[config.mk]
export PLATFORM = sky130hd
export DESIGN_NAME = operand_stage
export DESIGN_NICKNAME = d
export VERILOG_FILES = /design/src/rtl/operand_stage.sv
export SDC_FILE = /design/constraint.sdc
export NUM_CORES = 1
export LEC_CHECK = 0
export ABC_AREA = 1
export CAP_MARGIN = 10
export CORE_ASPECT_RATIO = 1.25
export CORE_MARGIN = 2
export CORE_UTILIZATION = 30
export DETAILED_ROUTE_END_ITERATION = 16
export HOLD_SLACK_MARGIN = 0.1
export PLACE_DENSITY = 0.71
export SLEW_MARGIN = 20
export SYNTH_ARGS = -nofsm -noshare
export SYNTH_HDL_FRONTEND = slang
export SYNTH_SLANG_ARGS = --single-unit
export TNS_END_PERCENT = 50
[constraint.sdc]
create_clock -name clk -period 2 [get_ports clk]
set_input_delay 0.2 -clock clk [delete_from_list [all_inputs] [get_ports clk]]
set_output_delay 0.2 -clock clk [all_outputs]
set_load 0.01 [all_outputs]
[src/rtl/operand_stage.sv]
// ----------------------------------------------------------------------------
// operand_stage
//
// Decode-to-execute stage of the 3-stage pipeline. Drives the register file
// read addresses, resolves both source operands (x0 forcing, then writeback
// bypass, then register file data), detects load-use hazards, and loads the
// EX pipeline register. Update priority on each edge:
// flush > hold > hazard bubble > advance.
//
// Ports
//   clk, rst_n                  clock, synchronous active-low reset
//   id_valid .. id_imm          decoded instruction from ID
//   rf_rs1_num, rf_rs2_num      register file read addresses (combinational)
//   rf_rs1_value, rf_rs2_value  register file read data (combinational)
//   wb_we, wb_rd, wb_value      writeback port, also the register file write
//   ex_flush                    taken branch/jump resolved in EX
//   ex_hold                     execute stalled on a multi-cycle op
//   id_stall                    hold fetch/decode this cycle
//   ex_valid .. ex_is_load      EX pipeline register contents
//   bubble_cnt                  saturating count of load-use bubbles
//
// FSM states: none. The only sequential state is the EX register and the
// bubble counter.
// ----------------------------------------------------------------------------
module operand_stage #(
    parameter int XLEN  = 32,
    parameter int RA_W  = 5,
    parameter int CNT_W = 16
) (
    input  logic             clk,
    input  logic             rst_n,

    input  logic             id_valid,
    input  logic [XLEN-1:0]  id_pc,
    input  logic [RA_W-1:0]  id_rs1,
    input  logic [RA_W-1:0]  id_rs2,
    input  logic             id_use_rs1,
    input  logic             id_use_rs2,
    input  logic [RA_W-1:0]  id_rd,
    input  logic             id_reg_we,
    input  logic             id_is_load,
    input  logic [XLEN-1:0]  id_imm,

    output logic [RA_W-1:0]  rf_rs1_num,
    output logic [RA_W-1:0]  rf_rs2_num,
    input  logic [XLEN-1:0]  rf_rs1_value,
    input  logic [XLEN-1:0]  rf_rs2_value,

    input  logic             wb_we,
    input  logic [RA_W-1:0]  wb_rd,
    input  logic [XLEN-1:0]  wb_value,

    input  logic             ex_flush,
    input  logic             ex_hold,

    output logic             id_stall,
    output logic             ex_valid,
    output logic [XLEN-1:0]  ex_pc,
    output logic [XLEN-1:0]  ex_imm,
    output logic [XLEN-1:0]  ex_op1,
    output logic [XLEN-1:0]  ex_op2,
    output logic [RA_W-1:0]  ex_rd,
    output logic             ex_reg_we,
    output logic             ex_is_load,
    output logic [CNT_W-1:0] bubble_cnt
);

    localparam logic [CNT_W-1:0] CNT_ONE = {{(CNT_W-1){1'b0}}, 1'b1};

    logic             r_ex_valid;
    logic [XLEN-1:0]  r_ex_pc;
    logic [XLEN-1:0]  r_ex_imm;
    logic [XLEN-1:0]  r_ex_op1;
    logic [XLEN-1:0]  r_ex_op2;
    logic [RA_W-1:0]  r_ex_rd;
    logic             r_ex_reg_we;
    logic             r_ex_is_load;
    logic [CNT_W-1:0] r_bubble_cnt;

    logic [XLEN-1:0]  w_rs1_val;
    logic [XLEN-1:0]  w_rs2_val;
    logic             w_ex_load_wr;
    logic             w_rs1_hit;
    logic             w_rs2_hit;
    logic             w_hazard;
    logic             w_cnt_sat;

    assign rf_rs1_num = id_rs1;
    assign rf_rs2_num = id_rs2;

    // The register file writes on the clock edge, so a value being written
    // this cycle is only visible through the bypass. x0 wins over the bypass
    // so a writeback to x0 can never leak a non-zero value.
    always_comb begin
        w_rs1_val = rf_rs1_value;
        if (id_rs1 == '0) begin
            w_rs1_val = '0;
        end else if (wb_we && (wb_rd == id_rs1)) begin
            w_rs1_val = wb_value;
        end
    end

    always_comb begin
        w_rs2_val = rf_rs2_value;
        if (id_rs2 == '0) begin
            w_rs2_val = '0;
        end else if (wb_we && (wb_rd == id_rs2)) begin
            w_rs2_val = wb_value;
        end
    end

    // A load in EX only has its data at WB, one cycle too late for the
    // instruction behind it; one bubble lets the bypass cover the gap.
    assign w_ex_load_wr = r_ex_valid && r_ex_is_load && r_ex_reg_we && (r_ex_rd != '0);
    assign w_rs1_hit    = id_use_rs1 && (id_rs1 == r_ex_rd);
    assign w_rs2_hit    = id_use_rs2 && (id_rs2 == r_ex_rd);
    assign w_hazard     = w_ex_load_wr && id_valid && (w_rs1_hit || w_rs2_hit);

    // A flush discards the ID instruction upstream, so stalling it is moot.
    assign id_stall  = (w_hazard || ex_hold) && !ex_flush;
    assign w_cnt_sat = &r_bubble_cnt;

    always_ff @(posedge clk) begin
        if (!rst_n) begin
            r_ex_valid   <= 1'b0;
            r_ex_pc      <= '0;
            r_ex_imm     <= '0;
            r_ex_op1     <= '0;
            r_ex_op2     <= '0;
            r_ex_rd      <= '0;
            r_ex_reg_we  <= 1'b0;
            r_ex_is_load <= 1'b0;
            r_bubble_cnt <= '0;
        end else if (ex_flush) begin
            r_ex_valid <= 1'b0;
        end else if (ex_hold) begin
            // Everything holds; a pending hazard is re-evaluated after release.
            r_ex_valid <= r_ex_valid;
        end else if (w_hazard) begin
            r_ex_valid <= 1'b0;
            if (!w_cnt_sat) begin
                r_bubble_cnt <= r_bubble_cnt + CNT_ONE;
            end
        end else begin
            r_ex_valid   <= id_valid;
            r_ex_pc      <= id_pc;
            r_ex_imm     <= id_imm;
            r_ex_op1     <= w_rs1_val;
            r_ex_op2     <= w_rs2_val;
            r_ex_rd      <= id_rd;
            r_ex_reg_we  <= id_reg_we;
            r_ex_is_load <= id_is_load;
        end
    end

    assign ex_valid   = r_ex_valid;
    assign ex_pc      = r_ex_pc;
    assign ex_imm     = r_ex_imm;
    assign ex_op1     = r_ex_op1;
    assign ex_op2     = r_ex_op2;
    assign ex_rd      = r_ex_rd;
    assign ex_reg_we  = r_ex_reg_we;
    assign ex_is_load = r_ex_is_load;
    assign bubble_cnt = r_bubble_cnt;

endmodule

==> results, run 1 <==
- The total congestion overflow is 0.
- For the final database, setup skew stands at ~0.014 ns.
- The number of distinct standard cells referenced by the synthesized netlist is 28.
- Of the cells placed in the final design, the portion with a size suffix greater than 1 is 0.0945.
- The number of DRC violations after detailed routing is 0.
- Across the whole layout, storage elements account for 0.00305 sq mm.
- The start-to-end type of the worst setup path is reg2out.
- The routed design has a little over 30,000 microns of wire.
- With fillers left out, the area of the finished cells amounts to 0.0131 sq mm.
- The violation count after the first detailed-route iteration is 482.
- The maximum operating frequency is 516 MHz.
- The hold-fix buffer count after cts is 0.
- The floorplan step set the die height to about 190 microns.
- Summing all multi-input logic gate instances after layout gives 0.00426 sq mm.
- The worst-case clock buffer depth is 2.
- The tool flagged a number of max-cap violations equal to 0.
- The library cell with the largest summed area after synthesis is sky130_fd_sc_hd__dfxtp_1.
- The fraction of the mapped netlist area in simple logic gates is 0.384.
- Entering global routing, the biggest net connects between 50 and 60 pins.
- In this run, synthesis inferred 0 flip-flops with an integrated enable.
- The Yosys step of the flow raised 0 warnings.
- Synthesis produced a netlist whose cell count is 1,220.
- The post-place instance area is 0.0125 sq mm.
- In this run the standard cell core region covers between 0.02 and 0.03 sq mm.
- The area fraction in compound gates after synthesis is 0.128.
- The total track usage is 0.212.
- Of the synthesized area, sequential elements account for 0.376.
- The average vias per placed instance is roughly 4.8.
- The floorplan step set the die width to 151 microns.
- The number of antenna violations at the first check in global routing is 2.
- By area, the combinational part of the netlist is dominated by simple AND/OR/NAND/NOR gates.
- The largest fanout on the critical path is 4.
- The share of synthesized area in the top cell type comes to 0.376.
- Of the post-synthesis cell area, the part taken by muxes is 0.
- 353 I/O pins were placed.
- The top cell types in the final layout, fill and taps aside, are sky130_fd_sc_hd__nand2_1 (357), sky130_fd_sc_hd__clkdlybuf4s50_1 (350), sky130_fd_sc_hd__nor2_1 (196).
- The share of synthesized cell area in full adder, half adder and majority cells is 0.00155.
- In the post-synthesis netlist, the biggest area contributors are sky130_fd_sc_hd__dfxtp_1 (38%), sky130_fd_sc_hd__nand2_1 (17%), sky130_fd_sc_hd__nand4_1 (10%).
- The wire length of the first global-routing pass is 47,400 microns.
- At the end of routability-driven placement, the weighted congestion stood at 0.928.
- Once layout is complete, the utilization of the core stands at 0.492.
- The worst setup path is launched from a flop.
- The tightest min-delay check is of the in2reg type.
- In the final routed layout, each cell accounts on average for 16.0 microns.
- The mapped netlist covers roughly 0.0081 sq mm.
- The largest voltage drop on the vdd net is 0.000568 V.
- The synthesized design contains 152 register bits.
- The HPWL after detailed placement is around 23,000 microns.
- In this run the tool buffered the top-level ports with 352 buffer cells.
- For this design, the slowest cell found on the critical path is sky130_fd_sc_hd__dfxtp_2.
- The filler cells instantiated in the layout total 2,623.
- The detail route stage leaves a number of antenna-violating nets equal to 0.
- The number of vias in the routed layout is between 9,000 and 10,000.
- The count of endpoints failing hold in the final timing report is 0.
- The TritonCTS sink count is ~150.
- The H-tree was split into 4 levels.
- The library cell used most frequently in the layout, excluding fill and tap cells, is sky130_fd_sc_hd__nand2_1.
- The xor/xnor cell area share of the yosys netlist is 0.00216.
- For this run, the detailed router's first-pass iteration total came to 7.
- The leakage power is 5.57 nW.
- After clock tree synthesis, the clock-pin slew on the worst setup and hold paths is 0.06 ns.
- The clock root buffer master is sky130_fd_sc_hd__clkbuf_16.
- The fraction of the cycle the final worst path needs is 0.969.
- The standard-cell row count is 67.
- The number of global-route vias before repair is 9,147.
- The worst path needs 1.94 ns of the cycle, external delays included.
- The clock latency of the later-clocked register in the worst-skew pair is 0.43 ns.
- STA classifies the critical path endpoint as an output port.
- Dividing total power by cell area gives a power density of 637 mW/mm^2.
- The area growth from synthesis to layout is 62.1%.
- The die covers 0.0283 sq mm.
- The total setup violations reported at the end of the flow is 0.
- The initial core utilization is 0.304.
- The proportion of register bits with asynchronous set or reset after synthesis is 0.
- Walking the worst path, the cells encountered are buf_6 -> nand2_1 -> nand2_1 -> nor2_4 -> nand3_2 -> nand2_4 -> nand2_4 -> a21oi_4 -> buf_6.
- Data on the critical path arrives at its endpoint at 1.74 ns.
- For this run, the leading register cell type out of synthesis is sky130_fd_sc_hd__dfxtp_1.
- The number of nets in the finished design is 1,767.
- Measured against its own limit, the worst slew margin works out to 0.677.
- The total count of max-transition violations in the final report is 0.
- The number of nets in the synthesized netlist is around 1,400.
- For the worst setup path, the data required time is around 1.8 ns.
- The slew at the pin closest to its max-slew limit is 0.484 ns.
- The mean instance size in the synthesized netlist is 6.64 sq um.
- The run finished with clean final reports.
- The CTS tree is yes.
- Setup repair after global routing could not meet its margin everywhere.
- Clock tree synthesis inserted a total of 17 buffers.
- The stage delay of the slowest cell on the critical path is 0.33 ns.
==> logic make-up (layout without fill, tap and decap cells) <==
family          count (synthesis)  in the layout
simple gates                  724            724
buf+inv                       199            567
flops                         152            152
compound gates                142            142
xor+xnor                        2              2
fa+ha+maj                       1              1
other cells                     0              1
==> cell usage after synthesis, types with 4 or more instances <==
| cell | instances |
|---|---|
| sky130_fd_sc_hd__a21boi_1 | 71 |
| sky130_fd_sc_hd__inv_2 | 7 |
| sky130_fd_sc_hd__dfxtp_1 | 152 |
| sky130_fd_sc_hd__a21oi_1 | 4 |
| sky130_fd_sc_hd__nor2_1 | 202 |
| sky130_fd_sc_hd__clkbuf_1 | 43 |
| sky130_fd_sc_hd__a21boi_0 | 58 |
| sky130_fd_sc_hd__buf_2 | 27 |
| sky130_fd_sc_hd__nand2_1 | 361 |
| sky130_fd_sc_hd__inv_1 | 89 |
| sky130_fd_sc_hd__buf_4 | 24 |
| sky130_fd_sc_hd__buf_1 | 7 |
| sky130_fd_sc_hd__nor3_1 | 4 |
| sky130_fd_sc_hd__nand3_1 | 17 |
| sky130_fd_sc_hd__nand4_1 | 133 |
| sky130_fd_sc_hd__o21ai_0 | 6 |
==> where the power goes <==
group	switching, mW	leakage (nW)	internal [mW]
clock	1.36	0.266	1.87
sequential	0.0931	1.25	3.19
combinational	0.849	4.05	0.990
total	2.31	5.57	6.05
==> worst max-delay path, delay by kind of cell, from the launching register on <==
kind	cells	cell delay [ns]
and+or+nand+nor	6	0.57
DFF	1	0.33
buffers and inverters	2	0.24
AOI/OAI and AO/OA	1	0.17
==> stage by stage <==
stage          TNS (ns)  hold WS (ns)  setup WS [ns]  instances  power [mW]
6_report              0         0.250         0.0612       1934        8.36
3_5_place_dp     -21.02         0.451         -0.340       1900        5.16
4_1_cts               0         0.223         0.0181       1931        8.44
5_1_grt         -0.0516         0.256        -0.0516       1933        8.75
2_1_floorplan         0         0.318          0.342       1220        4.07
3_3_place_gp     -17.52         0.445         -0.340       1900        5.14
==> layout make-up <==
type | count | share of cell area
Timing Repair Buffer | 439 | 0.338
Multi-Input combinational cell | 869 | 0.325
Antenna cell | 1 | 0.000191
Tap cell | 345 | 0.0329
Clock inverter | 10 | 0.00925
Inverter | 97 | 0.0277
Sequential cell | 152 | 0.233
Clock buffer | 21 | 0.0343
==> flip-flops by register name, indices dropped and copies added, names as in the netlist <==
signal,count
ex_pc,32
ex_valid,1
ex_rd,5
bubble_cnt,16
ex_op2,32
ex_is_load,1
ex_reg_we,1
ex_op1,32
ex_imm,32
==> metal layers <==
metal	wire length (microns)	up-vias	global-route usage
met2	14200	418	0.354
met3	3340	54	0.0779
met1	12500	4196	0.247
met4	801	2	0.0787
met5	16	-	0
li1	-	4649	-
==> worst paths after layout <==
| kind | startpoint | end | slack [ns] | cells past startpoint |
|---|---|---|---|---|
| setup reg to reg | ex_rd[2] | ex_op1[5] | 0.20 | 12 |
| hold reg to reg | ex_imm[6] | ex_imm[6] | 0.46 | 2 |
| setup / recovery | ex_rd[2] | id_stall | 0.06 | 9 |
| hold / removal | rst_n | ex_op2[1] | 0.25 | 3 |
==> timing repair <==
item                                   4_1_cts  5_1_grt
buffers inserted                             0        2
setup endpoints to repair                    9       37
pin swaps                                    1       10
gates resized for setup                      8       24
endpoints found under the hold margin        0        0
Note: power is estimated with default switching activity, not from simulation.
==> run 2: changes to the inputs <==
- CORE_ASPECT_RATIO: 1.25 -> 0.6
==> results, run 2 (synthesis results as in run 1) <==
- The required time of the critical path is 2.34 ns (+0.54 ns).
- The worst-case clock buffer depth came to 2 (unchanged).
- The number of DRC violations after detailed routing is 0 (unchanged).
- The largest fanout on the critical path was 22 (+18).
- The met3 global-route usage is 0.0549 (-0.0230).
- The overall die area is 0.0284 sq mm (+0.12%).
- The start-to-end type of the worst setup path is in2reg.
- Setup repair after global routing could not meet its margin everywhere.
- The data arrival time of the critical path is 2.25 ns (+0.51 ns).
- The core outline area is 0.0265 sq mm (-0.69%).
- The library cell used most frequently in the layout, excluding fill and tap cells, is sky130_fd_sc_hd__nand2_1.
- The number of top-level pins is 353 (unchanged).
- The routed wirelength normalized by instance count came to 16.4 microns (+3.1%).
- The tightest min-delay check is of the in2reg type.
- The TritonCTS sink count is 152 (unchanged).
- The total setup violations reported at the end of the flow was 0 (unchanged).
- The element type at the critical path end is a flop.
- The met1 track demand over resource was 0.296 (+0.0485).
- The first-pass iteration count of the detailed router is 7 (unchanged).
- The total track usage was 0.219 (+0.00627).
- The number of global-route vias before repair is 8,851 (-3.2%).
- The total power consumption of the routed design is 8.26 mW (-1.2%).
- The number of antenna violations at the first check in global routing is 1 (-1).
- The x dimension of the die is 216 microns (+43%).
- The sum of negative setup slack was 0 ns (unchanged).
- The clock root buffer master is sky130_fd_sc_hd__clkbuf_16.
- The clock transition at the registers of the reported paths came to 0.06 ns (about the same).
- The count of maximum capacitance violations is 0 (unchanged).
- The largest voltage drop on the vdd net is 0.000531 V (-6.4%).
- The CTS tree is yes.
- The placed wire-length estimate after detailed placement is 23,000 microns (+0.93%).
- The top cell types in the final layout, fill and taps aside, are sky130_fd_sc_hd__nand2_1 (361), sky130_fd_sc_hd__clkdlybuf4s50_1 (350), sky130_fd_sc_hd__nor2_1 (197).
- The final weighted congestion in routability-driven placement is 0.900 (-3.0%).
- The total count of max-transition violations in the final report is 0 (unchanged).
- The wire length of the first global-routing pass is 49,000 microns (+3.4%).
- The fraction of the cycle the final worst path needs is 0.954 (-0.0156).
- The die height was 131 microns (-30%).
- The final standard cell utilization of the core came to 0.488 (-0.00431).
- The number of vias in the routed layout is 9,257 (-0.67%).
- The violation count after the first detailed-route iteration came to 940 (+95%).
- The slew at the pin closest to its max-slew limit is 0.485 ns (+0.000742 ns).
- The stage delay of the slowest cell on the critical path is 0.52 ns (+0.19 ns).
- The count of endpoints failing hold in the final timing report is 0 (unchanged).
- The origin of the critical flop-to-flop path is ex_rd[4].
- The CTS buffer count is 17 (unchanged).
- The maximum number of pins on one net before global-route repair is 69 (+17%).
- Among cell families on the critical path, the largest total delay comes from buffers and inverters.
- The number of inserted diodes was 0 (-1).
- The maximum operating frequency is 524 MHz (+1.6%).
- The largest individual stage delay along the critical path comes from the cell sky130_fd_sc_hd__clkdlybuf4s50_1.
- The category of the worst setup path launch point is an input pin.
- The routed wire length is 31,700 microns (+2.7%).
- The run finished with clean final reports.
- The most used cell along the critical path is sky130_fd_sc_hd__nand2_1.
- The number of nets in the finished design is 1,745 (-1.2%).
- The start point of the worst hold path is rst_n.
- The cell count along the critical path came to 12 (+3).
- The average vias per placed instance came to 4.80 (-0.30%).
- The leakage power came to 5.45 nW (-2.1%).
- The maximum clock skew at final layout was 0.0112 ns (-0.00317 ns).
- The cell area power density is 639 mW/mm^2 (+0.38%).
- The number of buffers inserted by port buffering is 352 (unchanged).
- Traced cell by cell, the critical path runs through clkdlybuf4s50_1 -> inv_2 -> buf_4 -> nand2_1 -> nand2_1 -> a21oi_2 -> nand3_1 -> buf_12 -> nand2_1 -> a21boi_0 -> nor2_1 -> nor2_1.
- From synthesis to final layout, the design area changed by 59.5%.
- The initial core utilization is 0.306 (+0.00210).
- The worst-case headroom to the max-slew limit is 0.677 (about the same).
- The number of H-tree branching levels is 4 (unchanged).
- The total instance count after detailed placement is 1,893 (-0.37%).
- The worst path buffer plus inverter count is 4 (+2).
- The number of standard cells in the final layout excluding fillers was 1,927 (-0.36%).
- The worst hold path depth was 3 (unchanged).
- The depth of the worst register-to-register path is 13 (+1).
- The standard-cell row count is 46 (-31%).
- The critical path startpoint is id_rs1[1].
- The clock latency of the later-clocked register in the worst-skew pair came to 0.44 ns (about the same).
- The number of nets with antenna violations after routing is 0 (unchanged).
- The layer flagged by global routing as most heavily used is met2.
- The shortest period the worst path allows was 1.91 ns (-0.0312 ns).
- The total congestion overflow came to 0 (unchanged).
- The met2 track utilization from global routing is 0.343 (-0.0116).
- The proportion of layout cells with a drive suffix above 1 is 0.0759 (-0.0185).
-- run 2: cell count changes in the layout (fill, tap and decap cells not counted), sizes merged --
| cell | change |
|---|---|
| clkinv | +2 |
| clkbuf | +1 |
| buf | -22 |
| bufinv | -1 |
| diode | -1 |
| inv | -1 |
-- run 2: worst paths after layout --
path                              endpoint  slack [ns]
worst max-delay path            ex_op1[16]        0.09
worst min-delay path              ex_rd[0]        0.23
worst min register to register  ex_imm[16]        0.46
worst max register to register  ex_op2[20]        0.13
-- run 2: repair_timing --
item	CTS	global route
pin swaps	0	0
resized for setup	7	9
setup buffers	0	2
endpoints found under the setup margin	3	90
hold buffers	0	0
-- run 2: metrics by stage --
step	area [sq um]	hold slack (ns)	setup slack [ns]
2_1_floorplan	8100	0.318	0.342
3_3_place_gp	12300	0.447	-0.291
3_5_place_dp	12300	0.456	-0.283
4_1_cts	12900	0.205	0.000988
5_1_grt	12900	0.236	-0.0235
6_report	12900	0.228	0.0923
-- run 2: worst reg2reg max path: stages (launching register included) --
cell	delay [ns]
sky130_fd_sc_hd__dfxtp_2	0.36
sky130_fd_sc_hd__inv_1	0.08
sky130_fd_sc_hd__nand2_1	0.07
sky130_fd_sc_hd__nand2_1	0.06
sky130_fd_sc_hd__nor2_1	0.14
sky130_fd_sc_hd__nand3_1	0.10
sky130_fd_sc_hd__nand2_2	0.10
sky130_fd_sc_hd__nand2_2	0.05
sky130_fd_sc_hd__buf_4	0.15
sky130_fd_sc_hd__nand3_4	0.13
sky130_fd_sc_hd__buf_12	0.28
sky130_fd_sc_hd__nand2_1	0.14
sky130_fd_sc_hd__nand2_1	0.08
sky130_fd_sc_hd__nor2_1	0.04
-- run 2: cell type report --
| class | instances | area [sq um] |
|---|---|---|
| multi-input combinational | 869 | 4210 |
| inverter | 97 | 364 |
| timing repair buffer | 417 | 4290 |
| fill | 2625 | 13600 |
| clock inverter | 10 | 96.3 |
| tap | 360 | 450 |
| sequential | 152 | 3050 |
| clock buffer | 22 | 464 |
-- run 2: power by group --
part | switching, mW | internal, mW | leakage [nW] | total [mW]
clock network | 1.40 | 1.78 | 0.263 | 3.18
registers | 0.0881 | 3.19 | 1.25 | 3.27
logic | 0.843 | 0.958 | 3.94 | 1.80
-- run 2: per-layer routing --
| layer | up-vias | wire length, microns |
|---|---|---|
| li1 | 4599 | - |
| met1 | 4245 | 14600 |
| met2 | 365 | 14200 |
| met3 | 46 | 2270 |
| met4 | 2 | 601 |
| met5 | - | 11 |
